**config.mk**
```make
export PLATFORM = sky130hd
export DESIGN_NAME = row_writer
export DESIGN_NICKNAME = d
export VERILOG_FILES = /design/src/rtl/row_writer.sv
export SDC_FILE = /design/constraint.sdc
export NUM_CORES = 1
export LEC_CHECK = 0
export ABC_CLOCK_PERIOD_IN_PS = 5000
export CAP_MARGIN = 20
export CORE_ASPECT_RATIO = 1.5
export CORE_MARGIN = 4
export CORE_UTILIZATION = 58
export DETAILED_ROUTE_END_ITERATION = 12
export GPL_TIMING_DRIVEN = 1
export PLACE_DENSITY = 0.95
export SETUP_SLACK_MARGIN = 0.3
export SLEW_MARGIN = 5
export SYNTH_ARGS = -nofsm -noshare
export SYNTH_HDL_FRONTEND = slang
export SYNTH_SLANG_ARGS = --single-unit
```
**constraint.sdc**
```tcl
create_clock -name i_clk -period 5 [get_ports i_clk]
set_input_delay 0.5 -clock i_clk [delete_from_list [all_inputs] [get_ports i_clk]]
set_output_delay 0.5 -clock i_clk [all_outputs]
set_load 0.005 [all_outputs]
```
**src/rtl/row_writer.sv**
```systemverilog
// Packs a row of PE result elements into SRAM-width words and writes them to
// consecutive SRAM addresses, with one word of look-ahead buffering.
module row_writer #(
  parameter int SRAM_DATA_WIDTH = 64,
  parameter int DATA_WIDTH      = 8,
  parameter int ADDR_WIDTH      = 8
) (
  input  logic                       i_clk,
  input  logic                       i_rst,
  input  logic                       i_reg_clear,
  input  logic                       i_start,
  input  logic [ADDR_WIDTH-1:0]      i_base_addr,
  input  logic [1:0]                 i_p_mode,
  input  logic [DATA_WIDTH-1:0]      i_data,
  input  logic                       i_valid,
  output logic                       o_ready,
  input  logic                       i_last,
  output logic [SRAM_DATA_WIDTH-1:0] o_data,
  output logic [ADDR_WIDTH-1:0]      o_addr,
  output logic                       o_write_en,
  input  logic                       i_write_ready,
  output logic                       o_busy,
  output logic                       o_done,
  output logic [ADDR_WIDTH-1:0]      o_word_count
);

  localparam int LANES_FULL = SRAM_DATA_WIDTH / DATA_WIDTH;
  localparam int LANES_MAX  = 4 * LANES_FULL;
  localparam int CNT_W      = $clog2(LANES_MAX + 1);
  localparam int EW0        = DATA_WIDTH;
  localparam int EW1        = DATA_WIDTH / 2;
  localparam int EW2        = DATA_WIDTH / 4;

  typedef enum logic [1:0] {
    S_IDLE   = 2'b00,
    S_ACTIVE = 2'b01,
    S_FLUSH  = 2'b10,
    S_DONE   = 2'b11
  } state_t;

  state_t                     r_state;
  state_t                     w_state_nxt;
  logic [1:0]                 r_mode;
  logic [CNT_W-1:0]           r_cnt;
  logic [CNT_W-1:0]           w_lanes;
  logic [CNT_W-1:0]           w_cnt_cand;
  logic [SRAM_DATA_WIDTH-1:0] r_asm;
  logic [SRAM_DATA_WIDTH-1:0] w_elem;
  logic [SRAM_DATA_WIDTH-1:0] w_asm_cand;
  logic [SRAM_DATA_WIDTH-1:0] r_out_data;
  logic                       r_out_vld;
  logic [ADDR_WIDTH-1:0]      r_addr;
  logic [ADDR_WIDTH-1:0]      r_word_count;
  logic [15:0]                w_shamt;
  logic                       w_clear;
  logic                       w_full;
  logic                       w_xfer;
  logic                       w_wr;
  logic                       w_out_free;
  logic                       w_seal;
  logic                       w_move;

  assign w_clear = i_rst | i_reg_clear;

  // Lane geometry for the latched precision: lane count, masked element, bit offset.
  always_comb begin
    w_lanes = CNT_W'(LANES_FULL);
    w_elem  = '0;
    w_shamt = 16'(r_cnt) * 16'(EW0);
    case (r_mode)
      2'b01: begin
        w_lanes           = CNT_W'(2 * LANES_FULL);
        w_elem[EW1-1:0]   = i_data[EW1-1:0];
        w_shamt           = 16'(r_cnt) * 16'(EW1);
      end
      2'b10: begin
        w_lanes           = CNT_W'(4 * LANES_FULL);
        w_elem[EW2-1:0]   = i_data[EW2-1:0];
        w_shamt           = 16'(r_cnt) * 16'(EW2);
      end
      default: begin
        w_elem[EW0-1:0]   = i_data;
      end
    endcase
  end

  assign w_full     = (r_cnt == w_lanes);
  assign o_ready    = (r_state == S_ACTIVE) && !w_full;
  assign w_xfer     = o_ready && i_valid;
  assign w_wr       = r_out_vld && i_write_ready;
  assign w_out_free = !r_out_vld || w_wr;

  assign w_asm_cand = w_xfer ? (r_asm | (w_elem << w_shamt)) : r_asm;
  assign w_cnt_cand = w_xfer ? (r_cnt + 1'b1) : r_cnt;

  // A word is sealed when full, or when the row has ended with lanes still pending;
  // unused lanes are already zero because the assembly register clears on every move.
  assign w_seal = (w_cnt_cand != '0) &&
                  ((w_cnt_cand == w_lanes) || (r_state == S_FLUSH) || (w_xfer && i_last));
  assign w_move = w_seal && w_out_free;

  always_comb begin
    w_state_nxt = r_state;
    case (r_state)
      S_IDLE:   if (i_start) w_state_nxt = S_ACTIVE;
      S_ACTIVE: if (w_xfer && i_last) w_state_nxt = S_FLUSH;
      S_FLUSH:  if ((r_cnt == '0) && !r_out_vld) w_state_nxt = S_DONE;
      S_DONE:   w_state_nxt = S_IDLE;
      default:  w_state_nxt = S_IDLE;
    endcase
  end

  always_ff @(posedge i_clk) begin
    if (w_clear) begin
      r_state      <= S_IDLE;
      r_mode       <= 2'b00;
      r_cnt        <= '0;
      r_asm        <= '0;
      r_out_data   <= '0;
      r_out_vld    <= 1'b0;
      r_addr       <= '0;
      r_word_count <= '0;
    end else begin
      r_state <= w_state_nxt;
      if ((r_state == S_IDLE) && i_start) begin
        r_mode       <= (i_p_mode == 2'b11) ? 2'b00 : i_p_mode;
        r_addr       <= i_base_addr;
        r_word_count <= '0;
        r_cnt        <= '0;
        r_asm        <= '0;
      end else begin
        if (w_move) begin
          r_out_data <= w_asm_cand;
          r_asm      <= '0;
          r_cnt      <= '0;
        end else begin
          r_asm <= w_asm_cand;
          r_cnt <= w_cnt_cand;
        end
        if (w_move) begin
          r_out_vld <= 1'b1;
        end else if (w_wr) begin
          r_out_vld <= 1'b0;
        end
        // o_addr always names the word in the output register, so it advances per write.
        if (w_wr) begin
          r_addr       <= r_addr + 1'b1;
          r_word_count <= r_word_count + 1'b1;
        end
      end
    end
  end

  assign o_data       = r_out_data;
  assign o_addr       = r_addr;
  assign o_write_en   = r_out_vld;
  assign o_busy       = (r_state != S_IDLE);
  assign o_done       = (r_state == S_DONE);
  assign o_word_count = r_word_count;

endmodule

```
==> flow_metrics.tcl, run 1 <==
set metrics [dict create \
    outcome "complete, no violations" \
    critPathMaxFanout 64 \
    core_um2 11500 \
    fillers 773 \
    rsz0062_at_grt "no" \
    grt_pass1_wl_um 27100 \
    p_leak_uw 0.00261 \
    diodes 0 \
    wl_per_cell_um 18.3 \
    ff2ff_path_depth 10 \
    drv_cap 0 \
    yosysUniqueCellTypes 53 \
    cts_buffer_depth 2 \
    drc 0 \
    vias 5504 \
    synthFlopType "dfxtp_1" \
    drive_above_1_share_pct 19.0 \
    max-vdd-ir-drop_v 0.000205 \
    first_pass_iters 5 \
    fin_skew_ps 4.10 \
    dp_hpwl_um 11000 \
    die_height_um 140 \
    ys_seq_area_share_pct 45.7 \
    initial_utilization_pct 59.1 \
    clk_latency_ps 420 \
    synth_seq_cells 155 \
    stdcell_count 919 \
    tightest_slew_ps 1120 \
    clock-root-buffer "clkbuf_16" \
    numCtsBuffers 17 \
    viasPerCell 5.99 \
    grt_max_degree 88 \
    required_ps 5250 \
    path_clk_slew_ps 60 \
    hold_viol_final 0 \
    setup_viol 0 \
    routed_wl_um 16800 \
    drv_slew 0 \
    gp_congestion 0.846 \
    track_usage_pct 25.2 \
    startpoint_type "flop" \
    final_nets 796 \
    drt_first_iter_violations 394 \
    min_path_type "flop to flop" \
    yosysWarnings 0 \
    reg2reg_slack_ps 1140 \
    maxSlewHeadroom_pct 25.1 \
    cts.sinks 155 \
    ios 109 \
    async_flop_share_pct 0 \
    avgSynthCellArea_um2 9.87 \
    cts_resized 0 \
    period_minus_slack_ps 3860 \
    worst_setup_path_end_kind "flop" \
    overflow 0 \
    std_cell_rows 48 \
    antenna_found_initial 0 \
    max_freq_mhz 259 \
    grt_pass1_vias 5571 \
    syn_area_um2 6780 \
    whs_path_depth 2 \
    die_w_um 96.3 \
    dieArea_um2 13500 \
    cts_tree "built" \
    synth-edff-count 0 \
    cts_htree_levels 4 \
    path_class "flop to flop" \
    ant_nets 0 \
    arrival_ps 4100 \
    final.period_utilization_pct 77.2 \
    port_buffers 108 \
    cts_setup_buffers 0 \
    power-per-cell-area_nw_per_um2 315 \
    fin_tns_setup_ps 0 \
    ctsHoldBuffers 0 \
    dp.cells 888 \
    synth_nets 725 \
    syn_inst 687 \
    area_growth_pct 20.2 \
]
-- cell usage in the layout, fill, tap and decap left out, drive strengths merged, types with 8 or more instances in the layout --
master | Yosys | routed
xor2 | 13 | 13
and2 | 9 | 9
ha | 13 | 13
a211oi | 74 | 74
nand2 | 20 | 20
dfxtp | 155 | 155
a21oi | 138 | 138
nor2 | 104 | 104
inv | 7 | 8
clkbuf | 22 | 19
nor2b | 9 | 9
a31oi | 9 | 9
clkinv | 0 | 8
clkdlybuf4s50 | 0 | 108
-- area by class of cell --
cell class	instances	area, µm²	share of cell area [%]
Timing Repair Buffer	114	1120	13.8
Sequential cell	155	3100	38.0
Multi-Input combinational cell	463	3170	38.9
Tap cell	150	188	2.30
Clock buffer	18	439	5.39
Inverter	7	26.3	0.322
Clock inverter	12	101	1.24
-- worst max-delay path, cell delays in order (launching register included) --
cell	delay (ps)
dfxtp_1	320
inv_1	60
ha_1	470
ha_1	320
or2_1	240
o311a_1	470
mux2_4	350
a21o_1	190
a21oi_4	180
and2_4	850
a211oi_2	180
-- power breakdown --
part           leakage, µW  total [µW]  internal (µW)  switching (µW)
logic              0.00109         143           49.1            94.2
clock network     0.000267        1180            688             493
registers          0.00125        1250           1240            5.63
total              0.00261        2570           1980             592
-- layer usage --
layer	GRT usage (%)	share of wire [%]
met5	0	0
met4	9.68	2.8
met3	5.86	7.5
met2	44.0	52
met1	29.3	37
-- Yosys cell counts, types with 5 or more instances --
library cell	number	area share [%]
ha_1	13	2.4
a21oi_2	39	5.0
clkbuf_1	22	1.2
inv_1	7	0.39
xor2_1	13	1.7
a211oi_2	60	11
a211oi_1	14	1.5
a21oi_1	98	7.2
nand2b_1	5	0.46
nand3_1	6	0.44
dfxtp_1	155	46
or2_2	5	0.46
nand2_1	20	1.1
nor2_1	104	5.8
nor2b_1	9	0.83
nor3_1	5	0.37
buf_1	8	0.44
buf_12	11	3.2
a31oi_1	9	0.83
and2_1	6	0.55
and3_1	6	0.55
xnor2_1	6	0.77
buf_2	11	0.81
-- flip-flops by register name, indices dropped and copies added (netlist names) --
signal / count
o_write_en: 1
r_asm: 64
o_data: 64
r_state: 2
r_cnt: 6
o_word_count: 8
o_addr: 8
r_mode: 2
-- per-stage QoR --
step           total power [µW]  instance area, µm²  setup slack [ps]  utilization (%)  hold slack (ps)
6_report                   2570                8160              1140             71.1              482
2_1_floorplan              1360                6780              2080                -              424
3_3_place_gp               1410                7610              1310             66.3              437
3_5_place_dp               1410                7610              1180             66.3              453
4_1_cts                    2570                8150              1160             71.1              482
5_1_grt                    2640                8160               941             71.1              502
-- kinds of logic after synthesis --
group	synth area share [%]
flops	45.7
buf+inv	7.65
fa+ha+maj	2.40
compound gates	28.0
xor+xnor	2.78
mux	0.664
simple gates	12.7
-- path summary, 6_finish.rpt --
| kind | from | endpoint |
|---|---|---|
| setup / recovery | r_mode[0] | o_data[51] |
| hold / removal | r_asm[2] | r_asm[2] |
| setup reg to reg | r_mode[0] | o_data[51] |
| hold reg to reg | r_asm[2] | r_asm[2] |
No activity file was read; power rests on OpenSTA's default activity.
==> run 2, diff against run 1 <==
--- a/config.mk
+++ b/config.mk
@@ -5,14 +5,14 @@
 export SDC_FILE = /design/constraint.sdc
 export NUM_CORES = 1
 export LEC_CHECK = 0
-export ABC_CLOCK_PERIOD_IN_PS = 5000
+export ABC_CLOCK_PERIOD_IN_PS = 3900
 export CAP_MARGIN = 20
 export CORE_ASPECT_RATIO = 1.5
 export CORE_MARGIN = 4
-export CORE_UTILIZATION = 58
+export CORE_UTILIZATION = 54
 export DETAILED_ROUTE_END_ITERATION = 12
 export GPL_TIMING_DRIVEN = 1
-export PLACE_DENSITY = 0.95
+export PLACE_DENSITY = 0.89
 export SETUP_SLACK_MARGIN = 0.3
 export SLEW_MARGIN = 5
 export SYNTH_ARGS = -nofsm -noshare
==> constraint.sdc (replaced) <==
create_clock -name i_clk -period 3.9 [get_ports i_clk]
set_input_delay 0.39 -clock i_clk [delete_from_list [all_inputs] [get_ports i_clk]]
set_output_delay 0.39 -clock i_clk [all_outputs]
set_load 0.005 [all_outputs]
==> flow_metrics.tcl, run 2 (same netlist as run 1, synthesis figures left out) <==
set metrics [dict create \
    arrival_ps 3620 \
    die_height_um 145 \
    track_usage_pct 23.7 \
    drv_cap 0 \
    clock-root-buffer "clkbuf_16" \
    antenna_found_initial 0 \
    path_class "flop to flop" \
    min_path_type "flop to flop" \
    reg2reg_slack_ps 620 \
    max_freq_mhz 304 \
    r2r_start "r_mode[0]" \
    drive_above_1_share_pct 19.7 \
    wl_per_cell_um 18.7 \
    place_area_um2 7690 \
    port_buffers 108 \
    reg2reg_to "o_data[5]" \
    power-per-cell-area_nw_per_um2 411 \
    startpoint_type "flop" \
    die_w_um 99.5 \
    dp.cells 896 \
    wl_met3_um 1200 \
    period_minus_slack_ps 3280 \
    cts_htree_levels 4 \
    cts.sinks 155 \
    gp_congestion 0.873 \
    wl_met2_um 8920 \
    critPathMaxFanout 22 \
    routed_wl_um 17400 \
    initial_utilization_pct 55.9 \
    stdcell_count 929 \
    drv_slew 0 \
    stdcell_area_um2 8310 \
    drc 0 \
    grt_max_degree 78 \
    fin_tns_setup_ps 0 \
    top_layer_used "met4" \
    max-vdd-ir-drop_v 0.000335 \
    drt_first_iter_violations 395 \
    p_leak_uw 0.00267 \
    cts_tree "built" \
    first_pass_iters 5 \
    grt_pass1_vias 5611 \
    overflow 0 \
    final_common_cell "dfxtp_1" \
    outcome "complete, no violations" \
    vias 5550 \
    dp_hpwl_um 11300 \
    whs_path_depth 2 \
    setup_viol 0 \
    core_um2 12100 \
    path_clk_slew_ps 60 \
    ctsHoldBuffers 0 \
    final_cell_mix "dfxtp_1 (155), clkdlybuf4s50_1 (108), nor2_1 (104), a21oi_1 (98), a211oi_2 (60)" \
    clk_latency_ps 420 \
    crit_chain "inv_1 -> ha_2 -> ha_1 -> or2_1 -> o311a_1 -> mux2_4 -> a21o_1 -> a21oi_4 -> buf_4 -> a21oi_1 -> a211oi_2" \
    critical_path.slowest_cell "o311a_1" \
    numCtsBuffers 17 \
    dieArea_um2 14500 \
    ff2ff_path_depth 11 \
    ios 109 \
    std_cell_rows 49 \
    tightest_slew_ps 1030 \
    cts_buffer_depth 2 \
    total_power_uw 3420 \
    diodes 0 \
    worst_setup_path_end_kind "flop" \
    viasPerCell 5.97 \
    slowest_delay_ps 460 \
    grt_pass1_wl_um 27800 \
    ant_nets 0 \
    final.period_utilization_pct 84.2 \
    rsz0062_at_grt "no" \
    fin_skew_ps 6.45 \
    m1WireLength_um 6530 \
    hold_viol_final 0 \
    min-delay-start "r_asm[63]" \
    area_growth_pct 22.5 \
    hold_path_end "r_asm[63]" \
    maxSlewHeadroom_pct 30.8 \
    final_nets 801 \
    required_ps 4230 \
]
-- run 2: cell count changes in the layout (fill, tap and decap cells not counted), sizes merged --
cell	change
buf	+6
clkbuf	+3
clkinv	-5
clkinvlp	+1
inv	+2
-- run 2: power breakdown --
| part | internal [µW] | total, µW | switching [µW] | leakage (µW) |
|---|---|---|---|---|
| combinational | 68.1 | 192 | 124 | 0.00114 |
| clock | 958 | 1630 | 671 | 0.000281 |
| sequential | 1590 | 1600 | 7.31 | 0.00125 |
-- run 2: what timing repair did --
action,CTS,global route
setup buffers,0,0
endpoints found under the setup margin,0,11
gates resized for setup,0,1
-- run 2: worst max-delay path by stage --
| stage | start | endpoint | slack (ps) |
|---|---|---|---|
| 3_5_place_dp | r_mode[0] | o_data[19] | 510 |
| 6_report | r_mode[0] | o_data[5] | 620 |
| 2_1_floorplan | r_mode[0] | o_data[10] | 980 |
| 4_1_cts | r_mode[0] | o_data[4] | 500 |
| 3_3_place_gp | r_mode[0] | o_data[63] | 620 |
| 5_1_grt | r_mode[1] | o_data[0] | 420 |
-- run 2: layer usage --
| layer | global-route usage (%) | up-vias |
|---|---|---|
| li1 | - | 2572 |
| met1 | 26.7 | 2680 |
| met2 | 41.0 | 243 |
| met3 | 5.91 | 55 |
| met4 | 11.8 | 0 |
| met5 | 0 | - |
-- run 2: final cells by class --
cell class	instances	area (µm²)
flip-flops and latches	155	3100
clock inverters	10	108
multi-input cells	463	3180
inverters	7	26.3
repair buffers	119	1220
clock buffers	22	484
well taps	153	191
fillers	875	3830
-- run 2: stage by stage --
step	utilization [%]	hold WS [ps]	setup slack (ps)
final	68.5	473	616
after global routing	68.5	490	422
after CTS	68.2	473	503
after detailed placement	63.3	454	514
after global placement	63.3	438	616
after floorplan	-	424	981
-- run 2: critical path: cells and delay by family (launching register included) --
family	cells	cell delay (ps)
fa+ha+maj	2	640
compound gates	5	1270
simple gates	1	240
mux	1	350
flops	1	320
buf+inv	2	380
